$ cat src/rtl/response_generator_if.sv
// Request-FIFO, cache-memory, AXI R/B and miss-notification signals of the response generator.
// master is the response_generator side, slave is the surrounding fabric or bench.
interface response_generator_if #(
  parameter int ADDR_WIDTH  = 64,
  parameter int DATA_WIDTH  = 32,
  parameter int ID_WIDTH    = 16,
  parameter int INDEX_WIDTH = 4
);
  logic                              fifo_empty_i;
  logic [ADDR_WIDTH+ID_WIDTH:0]      fifo_data_i;
  logic                              fifo_read_en_o;
  logic                              mem_rd_en_o;
  logic [INDEX_WIDTH-1:0]            mem_index_o;
  logic                              mem_valid_i;
  logic [ADDR_WIDTH-INDEX_WIDTH-1:0] mem_tag_i;
  logic [DATA_WIDTH-1:0]             mem_rdata_i;
  logic [ID_WIDTH-1:0]               rid_o;
  logic [DATA_WIDTH-1:0]             rdata_o;
  logic [1:0]                        rresp_o;
  logic                              rlast_o;
  logic                              rvalid_o;
  logic                              rready_i;
  logic [ID_WIDTH-1:0]               bid_o;
  logic [1:0]                        bresp_o;
  logic                              bvalid_o;
  logic                              bready_i;
  logic                              miss_valid_o;
  logic [ADDR_WIDTH-1:0]             miss_addr_o;
  logic [31:0]                       hit_count_o;
  logic [31:0]                       miss_count_o;

  modport master (
    input  fifo_empty_i, fifo_data_i, mem_valid_i, mem_tag_i, mem_rdata_i, rready_i, bready_i,
    output fifo_read_en_o, mem_rd_en_o, mem_index_o, rid_o, rdata_o, rresp_o, rlast_o, rvalid_o,
           bid_o, bresp_o, bvalid_o, miss_valid_o, miss_addr_o, hit_count_o, miss_count_o
  );
  modport slave (
    output fifo_empty_i, fifo_data_i, mem_valid_i, mem_tag_i, mem_rdata_i, rready_i, bready_i,
    input  fifo_read_en_o, mem_rd_en_o, mem_index_o, rid_o, rdata_o, rresp_o, rlast_o, rvalid_o,
           bid_o, bresp_o, bvalid_o, miss_valid_o, miss_addr_o, hit_count_o, miss_count_o
  );
endinterface

$ cat src/rtl/response_generator.sv
// Pops one request at a time, looks it up in the cache memory and returns a single AXI R or B beat.
// Define RESP_STATS_EN to build the saturating hit/miss statistics counters.
module response_generator #(
  parameter int ADDR_WIDTH  = 64,
  parameter int DATA_WIDTH  = 32,
  parameter int ID_WIDTH    = 16,
  parameter int INDEX_WIDTH = 4,
  parameter int MEM_LATENCY = 2
) (
  input logic clk,
  input logic rst,
  response_generator_if.master bus
);
  if (MEM_LATENCY < 1 || MEM_LATENCY > 15) begin : g_bad_latency
    $error("response_generator: MEM_LATENCY must be within 1..15");
  end

  typedef enum logic [1:0] {S_IDLE, S_LOOKUP, S_RESP} state_t;

  state_t                state, state_nxt;
  logic [3:0]            cnt;
  logic                  rw_q;
  logic [ID_WIDTH-1:0]   id_q;
  logic [ADDR_WIDTH-1:0] addr_q;
  logic                  pop, sample, hshk, hit;

  always_ff @(posedge clk or posedge rst) begin
    if (rst) state <= S_IDLE;
    else     state <= state_nxt;
  end

  // pop is gated by rst so no entry is lost while the datapath is held in reset
  always_comb begin
    state_nxt = state;
    pop       = 1'b0;
    sample    = 1'b0;
    hshk      = 1'b0;
    case (state)
      S_IDLE:   if (!bus.fifo_empty_i && !rst) begin pop = 1'b1; state_nxt = S_LOOKUP; end
      S_LOOKUP: if (cnt == 4'd0) begin sample = 1'b1; state_nxt = S_RESP; end
      S_RESP:   if ((bus.rvalid_o && bus.rready_i) || (bus.bvalid_o && bus.bready_i)) begin
                  hshk = 1'b1; state_nxt = S_IDLE;
                end
      default:  state_nxt = S_IDLE;
    endcase
  end

  assign bus.fifo_read_en_o = pop;
  assign bus.mem_rd_en_o    = pop;
  assign bus.mem_index_o    = pop ? bus.fifo_data_i[INDEX_WIDTH-1:0] : '0;
  assign hit = bus.mem_valid_i && (bus.mem_tag_i == addr_q[ADDR_WIDTH-1:INDEX_WIDTH]);

  always_ff @(posedge clk or posedge rst) begin
    if (rst) begin
      cnt              <= '0;
      rw_q             <= 1'b0;
      id_q             <= '0;
      addr_q           <= '0;
      bus.rid_o        <= '0;
      bus.rdata_o      <= '0;
      bus.rresp_o      <= '0;
      bus.rlast_o      <= 1'b0;
      bus.rvalid_o     <= 1'b0;
      bus.bid_o        <= '0;
      bus.bresp_o      <= '0;
      bus.bvalid_o     <= 1'b0;
      bus.miss_valid_o <= 1'b0;
      bus.miss_addr_o  <= '0;
    end else begin
      bus.miss_valid_o <= 1'b0;
      if (pop) begin
        rw_q   <= bus.fifo_data_i[ADDR_WIDTH+ID_WIDTH];
        id_q   <= bus.fifo_data_i[ADDR_WIDTH+ID_WIDTH-1:ADDR_WIDTH];
        addr_q <= bus.fifo_data_i[ADDR_WIDTH-1:0];
        // memory outputs are valid MEM_LATENCY cycles after the strobe
        cnt    <= 4'(MEM_LATENCY - 1);
      end else if (state == S_LOOKUP && cnt != 4'd0) begin
        cnt <= cnt - 4'd1;
      end
      if (sample) begin
        if (!rw_q) begin
          bus.rvalid_o <= 1'b1;
          bus.rid_o    <= id_q;
          bus.rdata_o  <= hit ? bus.mem_rdata_i : '0;
          bus.rresp_o  <= hit ? 2'b00 : 2'b10;
          bus.rlast_o  <= 1'b1;
        end else begin
          bus.bvalid_o <= 1'b1;
          bus.bid_o    <= id_q;
          bus.bresp_o  <= hit ? 2'b00 : 2'b10;
        end
        bus.miss_valid_o <= !hit;
        bus.miss_addr_o  <= addr_q;
      end
      if (hshk) begin
        bus.rvalid_o <= 1'b0;
        bus.bvalid_o <= 1'b0;
      end
    end
  end

`ifdef RESP_STATS_EN
  logic [31:0] hit_cnt, miss_cnt;
  always_ff @(posedge clk or posedge rst) begin
    if (rst) begin
      hit_cnt  <= '0;
      miss_cnt <= '0;
    end else if (sample) begin
      if (hit && hit_cnt != 32'hFFFF_FFFF)    hit_cnt  <= hit_cnt + 32'd1;
      if (!hit && miss_cnt != 32'hFFFF_FFFF)  miss_cnt <= miss_cnt + 32'd1;
    end
  end
  assign bus.hit_count_o  = hit_cnt;
  assign bus.miss_count_o = miss_cnt;
`else
  assign bus.hit_count_o  = '0;
  assign bus.miss_count_o = '0;
`endif
endmodule

$ cat src/flat_wrapper.sv
// flat-port wrapper written by rule: the top's interface ports become plain ports
module response_generator_flat 
#(
  parameter int ADDR_WIDTH  = 64,
  parameter int DATA_WIDTH  = 32,
  parameter int ID_WIDTH    = 16,
  parameter int INDEX_WIDTH = 4,
  parameter int MEM_LATENCY = 2
)
  (clk, rst, bus_fifo_empty_i, bus_fifo_data_i, bus_mem_valid_i, bus_mem_tag_i, bus_mem_rdata_i, bus_rready_i, bus_bready_i, bus_fifo_read_en_o, bus_mem_rd_en_o, bus_mem_index_o, bus_rid_o, bus_rdata_o, bus_rresp_o, bus_rlast_o, bus_rvalid_o, bus_bid_o, bus_bresp_o, bus_bvalid_o, bus_miss_valid_o, bus_miss_addr_o, bus_hit_count_o, bus_miss_count_o);
  response_generator_if #(.ADDR_WIDTH(ADDR_WIDTH), .DATA_WIDTH(DATA_WIDTH), .ID_WIDTH(ID_WIDTH), .INDEX_WIDTH(INDEX_WIDTH)) bus_i ();
  input logic clk;
  input logic rst;
  input wire logic [$bits(bus_i.fifo_empty_i)-1:0] bus_fifo_empty_i;
  input wire logic [$bits(bus_i.fifo_data_i)-1:0] bus_fifo_data_i;
  input wire logic [$bits(bus_i.mem_valid_i)-1:0] bus_mem_valid_i;
  input wire logic [$bits(bus_i.mem_tag_i)-1:0] bus_mem_tag_i;
  input wire logic [$bits(bus_i.mem_rdata_i)-1:0] bus_mem_rdata_i;
  input wire logic [$bits(bus_i.rready_i)-1:0] bus_rready_i;
  input wire logic [$bits(bus_i.bready_i)-1:0] bus_bready_i;
  output wire logic [$bits(bus_i.fifo_read_en_o)-1:0] bus_fifo_read_en_o;
  output wire logic [$bits(bus_i.mem_rd_en_o)-1:0] bus_mem_rd_en_o;
  output wire logic [$bits(bus_i.mem_index_o)-1:0] bus_mem_index_o;
  output wire logic [$bits(bus_i.rid_o)-1:0] bus_rid_o;
  output wire logic [$bits(bus_i.rdata_o)-1:0] bus_rdata_o;
  output wire logic [$bits(bus_i.rresp_o)-1:0] bus_rresp_o;
  output wire logic [$bits(bus_i.rlast_o)-1:0] bus_rlast_o;
  output wire logic [$bits(bus_i.rvalid_o)-1:0] bus_rvalid_o;
  output wire logic [$bits(bus_i.bid_o)-1:0] bus_bid_o;
  output wire logic [$bits(bus_i.bresp_o)-1:0] bus_bresp_o;
  output wire logic [$bits(bus_i.bvalid_o)-1:0] bus_bvalid_o;
  output wire logic [$bits(bus_i.miss_valid_o)-1:0] bus_miss_valid_o;
  output wire logic [$bits(bus_i.miss_addr_o)-1:0] bus_miss_addr_o;
  output wire logic [$bits(bus_i.hit_count_o)-1:0] bus_hit_count_o;
  output wire logic [$bits(bus_i.miss_count_o)-1:0] bus_miss_count_o;
  assign bus_i.fifo_empty_i = bus_fifo_empty_i;
  assign bus_i.fifo_data_i = bus_fifo_data_i;
  assign bus_i.mem_valid_i = bus_mem_valid_i;
  assign bus_i.mem_tag_i = bus_mem_tag_i;
  assign bus_i.mem_rdata_i = bus_mem_rdata_i;
  assign bus_i.rready_i = bus_rready_i;
  assign bus_i.bready_i = bus_bready_i;
  assign bus_fifo_read_en_o = bus_i.fifo_read_en_o;
  assign bus_mem_rd_en_o = bus_i.mem_rd_en_o;
  assign bus_mem_index_o = bus_i.mem_index_o;
  assign bus_rid_o = bus_i.rid_o;
  assign bus_rdata_o = bus_i.rdata_o;
  assign bus_rresp_o = bus_i.rresp_o;
  assign bus_rlast_o = bus_i.rlast_o;
  assign bus_rvalid_o = bus_i.rvalid_o;
  assign bus_bid_o = bus_i.bid_o;
  assign bus_bresp_o = bus_i.bresp_o;
  assign bus_bvalid_o = bus_i.bvalid_o;
  assign bus_miss_valid_o = bus_i.miss_valid_o;
  assign bus_miss_addr_o = bus_i.miss_addr_o;
  assign bus_hit_count_o = bus_i.hit_count_o;
  assign bus_miss_count_o = bus_i.miss_count_o;
  response_generator #(.ADDR_WIDTH(ADDR_WIDTH), .DATA_WIDTH(DATA_WIDTH), .ID_WIDTH(ID_WIDTH), .INDEX_WIDTH(INDEX_WIDTH), .MEM_LATENCY(MEM_LATENCY)) u_core (.clk(clk), .rst(rst), .bus(bus_i));
endmodule
$ cat config.mk
export PLATFORM = sky130hd
export DESIGN_NAME = response_generator_flat
export DESIGN_NICKNAME = d
export VERILOG_FILES = /design/src/rtl/response_generator_if.sv /design/src/rtl/response_generator.sv /design/src/flat_wrapper.sv
export SDC_FILE = /design/constraint.sdc
export NUM_CORES = 1
export LEC_CHECK = 0
export CORE_ASPECT_RATIO = 1.2
export CORE_UTILIZATION = 23
export DETAILED_ROUTE_END_ITERATION = 8
export PLACE_DENSITY = 0.57
export SLEW_MARGIN = 30
export SYNTH_ARGS = -nofsm -noshare
export SYNTH_HDL_FRONTEND = slang
export SYNTH_SLANG_ARGS = --single-unit
$ cat constraint.sdc
create_clock -name clk -period 8.2 [get_ports clk]
set_input_delay 1.64 -clock clk [delete_from_list [all_inputs] [get_ports clk]]
set_output_delay 1.64 -clock clk [all_outputs]
set_load 0.05 [all_outputs]
* Word level (Yosys, flattened, before mapping)
Index checks and enable logic that the tools add are counted.
** Word-level totals
- Register bits after elaboration :: 223
- Input bits :: 179
- Output and inout port bits :: 206
- Word-level logic and storage cells :: 66
** Operators by class
- Add/sub/neg operators :: 1
- Equal/unequal tests :: 7
- Mux-type cells :: 22
- Bitwise operators :: 1
- Reductions and logical operators :: 20
** Operators with widths (count)
- $eq 60x60->1 :: 1
- $mux 32 :: 1
- $mux 1 :: 13
- $mux 4 :: 3
- $mux 2 :: 4
- $reduce_and 2->1 :: 4
- $ne 2x1->1 const B :: 3
- $pmux 2 s3 :: 1
- $reduce_bool 2->1 :: 3
- $logic_and 1x1->1 :: 5
- $logic_not 4->1 :: 1
- $reduce_bool 4->1 :: 1
- $sub 4x1->4 const B :: 1
- $logic_not 1->1 :: 3
- $reduce_and 3->1 :: 1
- $eq 2x1->1 const B :: 1
- $eq 2x2->1 const B :: 1
- $logic_not 2->1 :: 1
- $ne 2x2->1 const B :: 1
- $logic_or 1x1->1 :: 1
- $not 1->1 :: 1

* Logic depth before layout (Yosys ltp)
- Depth after elaboration :: 6
- Depth in mapped cells :: 9
- Gate-level depth less buffers :: 7

* Least setup slack after synthesis
OpenSTA, ideal clock, no wires.
- Kind :: input -> output
- From :: in rst
- To :: out bus_mem_rd_en_o
- Data arrival time :: 3353 ps
- Required time :: 6560 ps
- Slack :: 3207 ps
- Stages on the path :: 5
- Path through :: or4_1 clkbuf_1 inv_2 clkbuf_1 buf_4
** On the way
- Word-level cells in the longest chain between the ends :: 4
** Ends and longest elaborated chain
- start: declaration :: line flat_wrapper.sv:13 : input logic rst;
- $logic_not 1->1 :: line response_generator.sv:39 : S_IDLE: if (!bus.fifo_empty_i && !rst) begin pop = 1'b1; state_nxt = S_LOOKUP; end
- $logic_and 1x1->1 :: line response_generator.sv:39
- $mux 1 :: line response_generator.sv:39
- $mux 1 :: line response_generator.sv:38 : case (state)
- end: declaration :: line flat_wrapper.sv:22 : output wire logic [$bits(bus_i.mem_rd_en_o)-1:0] bus_mem_rd_en_o;
No other way between the ends.

* Worst setup path in the final report
- From :: in rst
- To :: out bus_mem_index_o[2]
** On the way
- Word-level cells in the longest chain between the ends :: 5
** Ends and longest elaborated chain
- $logic_not 1->1 :: line response_generator.sv:39
- $logic_and 1x1->1 :: line response_generator.sv:39
- $mux 1 :: line response_generator.sv:39
- $mux 1 :: line response_generator.sv:38
- $mux 4 :: line response_generator.sv:50 : assign bus.mem_index_o = pop ? bus.fifo_data_i[INDEX_WIDTH-1:0] : '0;
- end: declaration :: line flat_wrapper.sv:23 : output wire logic [$bits(bus_i.mem_index_o)-1:0] bus_mem_index_o;
No other way between the ends.

==> impl_metrics.py <==
metrics = {
    "run_status": {
        "status": "finished, final reports clean",
    },
    "min_path": {
        "hp-start": "u_core.bus.miss_addr_o[0]",
        "holdPathStages": 2,
        "whs_endpoint": "u_core.bus.miss_addr_o[0]",
        "hold_path.class": "flip-flop to flip-flop",
    },
    "global_route": {
        "grt_usage": 0.142,
        "grt_pass1_vias": 8095,
        "antenna_found_initial": 1,
        "overflow": 0,
        "grt_pass1_wl_um": 47800,
        "grt_max_degree": 97,
    },
    "sta": {
        "rsz0062_at_grt": "no",
        "slew_viol_final": 0,
        "tightest_slew_ns": 0.884,
        "hold_viol": 0,
        "setup_ws_ns": 1.88,
        "slew-limit-headroom": 0.410,
        "max_freq_ghz": 0.158,
        "setup_viol": 0,
        "tns_ns": 0,
        "fin_worst_skew_ns": 0.0111,
        "timing.final.crit_share": 0.771,
        "post-route-min-period_ns": 6.32,
    },
    "floorplan": {
        "die_area_sq_um": 44000,
        "die_h_um": 230,
        "placementRows": 83,
        "core-area_sq_um": 42700,
        "initial_utilization": 0.233,
        "io-pin-count": 385,
        "die_w_um": 192,
    },
    "synthesis": {
        "synth_cells": 1063,
        "syn_area_sq_um": 9930,
        "ys_warn_count": 0,
        "synth_edf_count": 0,
        "synth_cell_type_count": 49,
        "yosysSeqAreaShare": 0.557,
        "ys_seq_elements": 221,
        "synth.avg_cell_area_sq_um": 9.34,
        "ys.flop_type": "dfrtp_1",
        "async_flop_share": 1.00,
    },
    "detailed_routing": {
        "routed_wl_um": 31500,
        "routedWlPerCell_um": 16.3,
        "wl_met2_um": 15700,
        "wl_met3_um": 2250,
        "via_count": 7862,
        "drtIter0Drc": 257,
        "wl_met1_um": 12900,
        "ant_nets": 0,
        "first_pass_iters": 4,
        "vias_per_cell": 4.06,
        "drc": 0,
        "highest_layer": "met4",
    },
    "power": {
        "power.density_nw_per_um2": 402,
        "p_leak_nw": 6.66,
        "max-vdd-ir-drop_v": 0.000207,
    },
    "clock_tree": {
        "cts-buffers-inserted": 26,
        "cts.repair.resized": 0,
        "cts.hold.buffers_added": 0,
        "insertion_delay_ns": 0.54,
        "cts_tree": "done",
        "post_cts_buffers": 0,
        "cts_max_level": 1,
        "clk_pin_slew_worst_paths_ns": 0.06,
        "cts_buffer_depth": 3,
        "cts-root-buf": "clkbuf_16",
        "cts_sinks": 221,
    },
    "worst_setup_path": {
        "end_kind": "output port",
        "crit_arrival_ns": 4.68,
        "worstPathMaxFanout": 51,
        "required_ns": 6.56,
        "r2r_end": "u_core.bus.bid_o[12]",
        "cp-start-kind": "input pin",
        "path_class": "input pin to output port",
        "r2r_slack_ns": 5.30,
        "r2r_cells": 7,
        "r2r-start": "u_core.cnt[0]",
    },
    "placed_design": {
        "dp.final_hpwl_um": 22200,
        "finalWeightedCongestion": 0.768,
        "place_ws_ns": 1.74,
        "io_buffers": 318,
        "postPlaceCellArea_sq_um": 13400,
        "dp.cells": 1888,
    },
    "flow_run": {
        "drv_cap": 0,
    },
    "layout": {
        "fin_util": 0.336,
        "area_growth_pct": 44.4,
        "drive_gt1_frac": 0.0723,
        "finalInstanceArea_sq_um": 14300,
        "stdcell_count": 1936,
        "filler_cell_count": 4406,
        "mostFrequentLayoutCells": "nand2_1, clkdlybuf4s50_1, dfrtp_1, conb_1, xnor2_1",
        "fin_nets": 1546,
        "final_common_cell": "nand2_1",
    },
}
-- cell families (layout without fill, tap and decap cells) --
logic type,Yosys count,after routing,share of synthesized area
adders and majority gates,1,1,0.00126
and+or+nand+nor,581,581,0.241
DFF,221,221,0.557
other,1,67,0.000378
muxes,16,16,0.0181
buffers and inverters,133,388,0.0789
AOI/OAI and AO/OA,64,64,0.0629
xor gates and xnor gates,46,46,0.0406
-- routing by layer --
layer,up-vias,track usage
met5,-,0
met4,0,0.0372
met3,33,0.0366
met2,275,0.251
met1,3731,0.166
li1,3823,-
-- worst max path at each step --
stage | startpoint | to | slack, ns
floorplan | rst | u_core.addr_q[0] | 0.51
global placement | rst | bus_mem_index_o[1] | 1.16
detailed placement | rst | bus_mem_index_o[1] | 1.74
CTS | rst | bus_mem_index_o[1] | 1.76
global route | rst | bus_mem_index_o[1] | 1.59
finish | rst | bus_mem_index_o[2] | 1.88
-- power by group --
group          switching, mW  internal [mW]  total, mW
clock network          0.472          0.684       1.16
registers              0.357           1.57       1.92
logic                   1.76          0.919       2.68
-- critical path, cell delays in order --
cell             delay, ns
clkdlybuf4s50_1       0.58
or4_4                 0.49
clkinv_2              0.78
and2_1                0.47
clkdlybuf4s50_1       0.71
-- state kept, by name, summed over array words and instances, names as in the netlist, 2 cells and up --
register / flops
u_core.addr_q: 64
u_core.bus.miss_addr_o: 64
u_core.bus.rdata_o: 32
u_core.bus.bid_o: 16
u_core.bus.rid_o: 16
u_core.id_q: 16
u_core.cnt: 4
u_core.state: 2
-- metrics by stage --
stage | power [mW] | hold slack, ns
floorplan | 3.67 | 0.439
CTS | 5.85 | 0.474
global route | 6.11 | 0.482
global placement | 4.61 | 0.449
detailed placement | 4.66 | 0.460
finish | 5.76 | 0.471
-- synth_stat cells (3+ instances only) --
| master | number | share of area |
|---|---|---|
| nand2_1 | 523 | 0.20 |
| buf_6 | 3 | 0.0034 |
| o2111ai_1 | 3 | 0.0026 |
| buf_4 | 67 | 0.051 |
| clkbuf_1 | 38 | 0.014 |
| mux2_2 | 8 | 0.0091 |
| o21ai_0 | 11 | 0.0055 |
| xnor2_1 | 44 | 0.039 |
| inv_1 | 14 | 0.0053 |
| nor4_4 | 3 | 0.0064 |
| nor2_1 | 4 | 0.0015 |
| a21o_1 | 4 | 0.0030 |
| nand4_1 | 9 | 0.0057 |
| buf_2 | 8 | 0.0040 |
| o31ai_1 | 4 | 0.0030 |
| dfrtp_1 | 221 | 0.56 |
| o31ai_2 | 28 | 0.035 |
| a2111o_1 | 3 | 0.0034 |
| and2_1 | 4 | 0.0025 |
| mux2_1 | 8 | 0.0091 |
| nand2b_1 | 15 | 0.0095 |
| nor2b_1 | 8 | 0.0050 |
-- layout make-up --
cell class              count  area [sq um]  share of cell area
flip-flops and latches    221          5530               0.386
multi-input cells         774          3890               0.271
repair buffers            327          3310               0.231
clock buffers              39           781              0.0545
well taps                 552           691              0.0482
inverters                  16          68.8             0.00480
clock inverters             6          61.3             0.00428
diodes                      1          2.50            0.000175
Power figures use the tool's default switching activity.
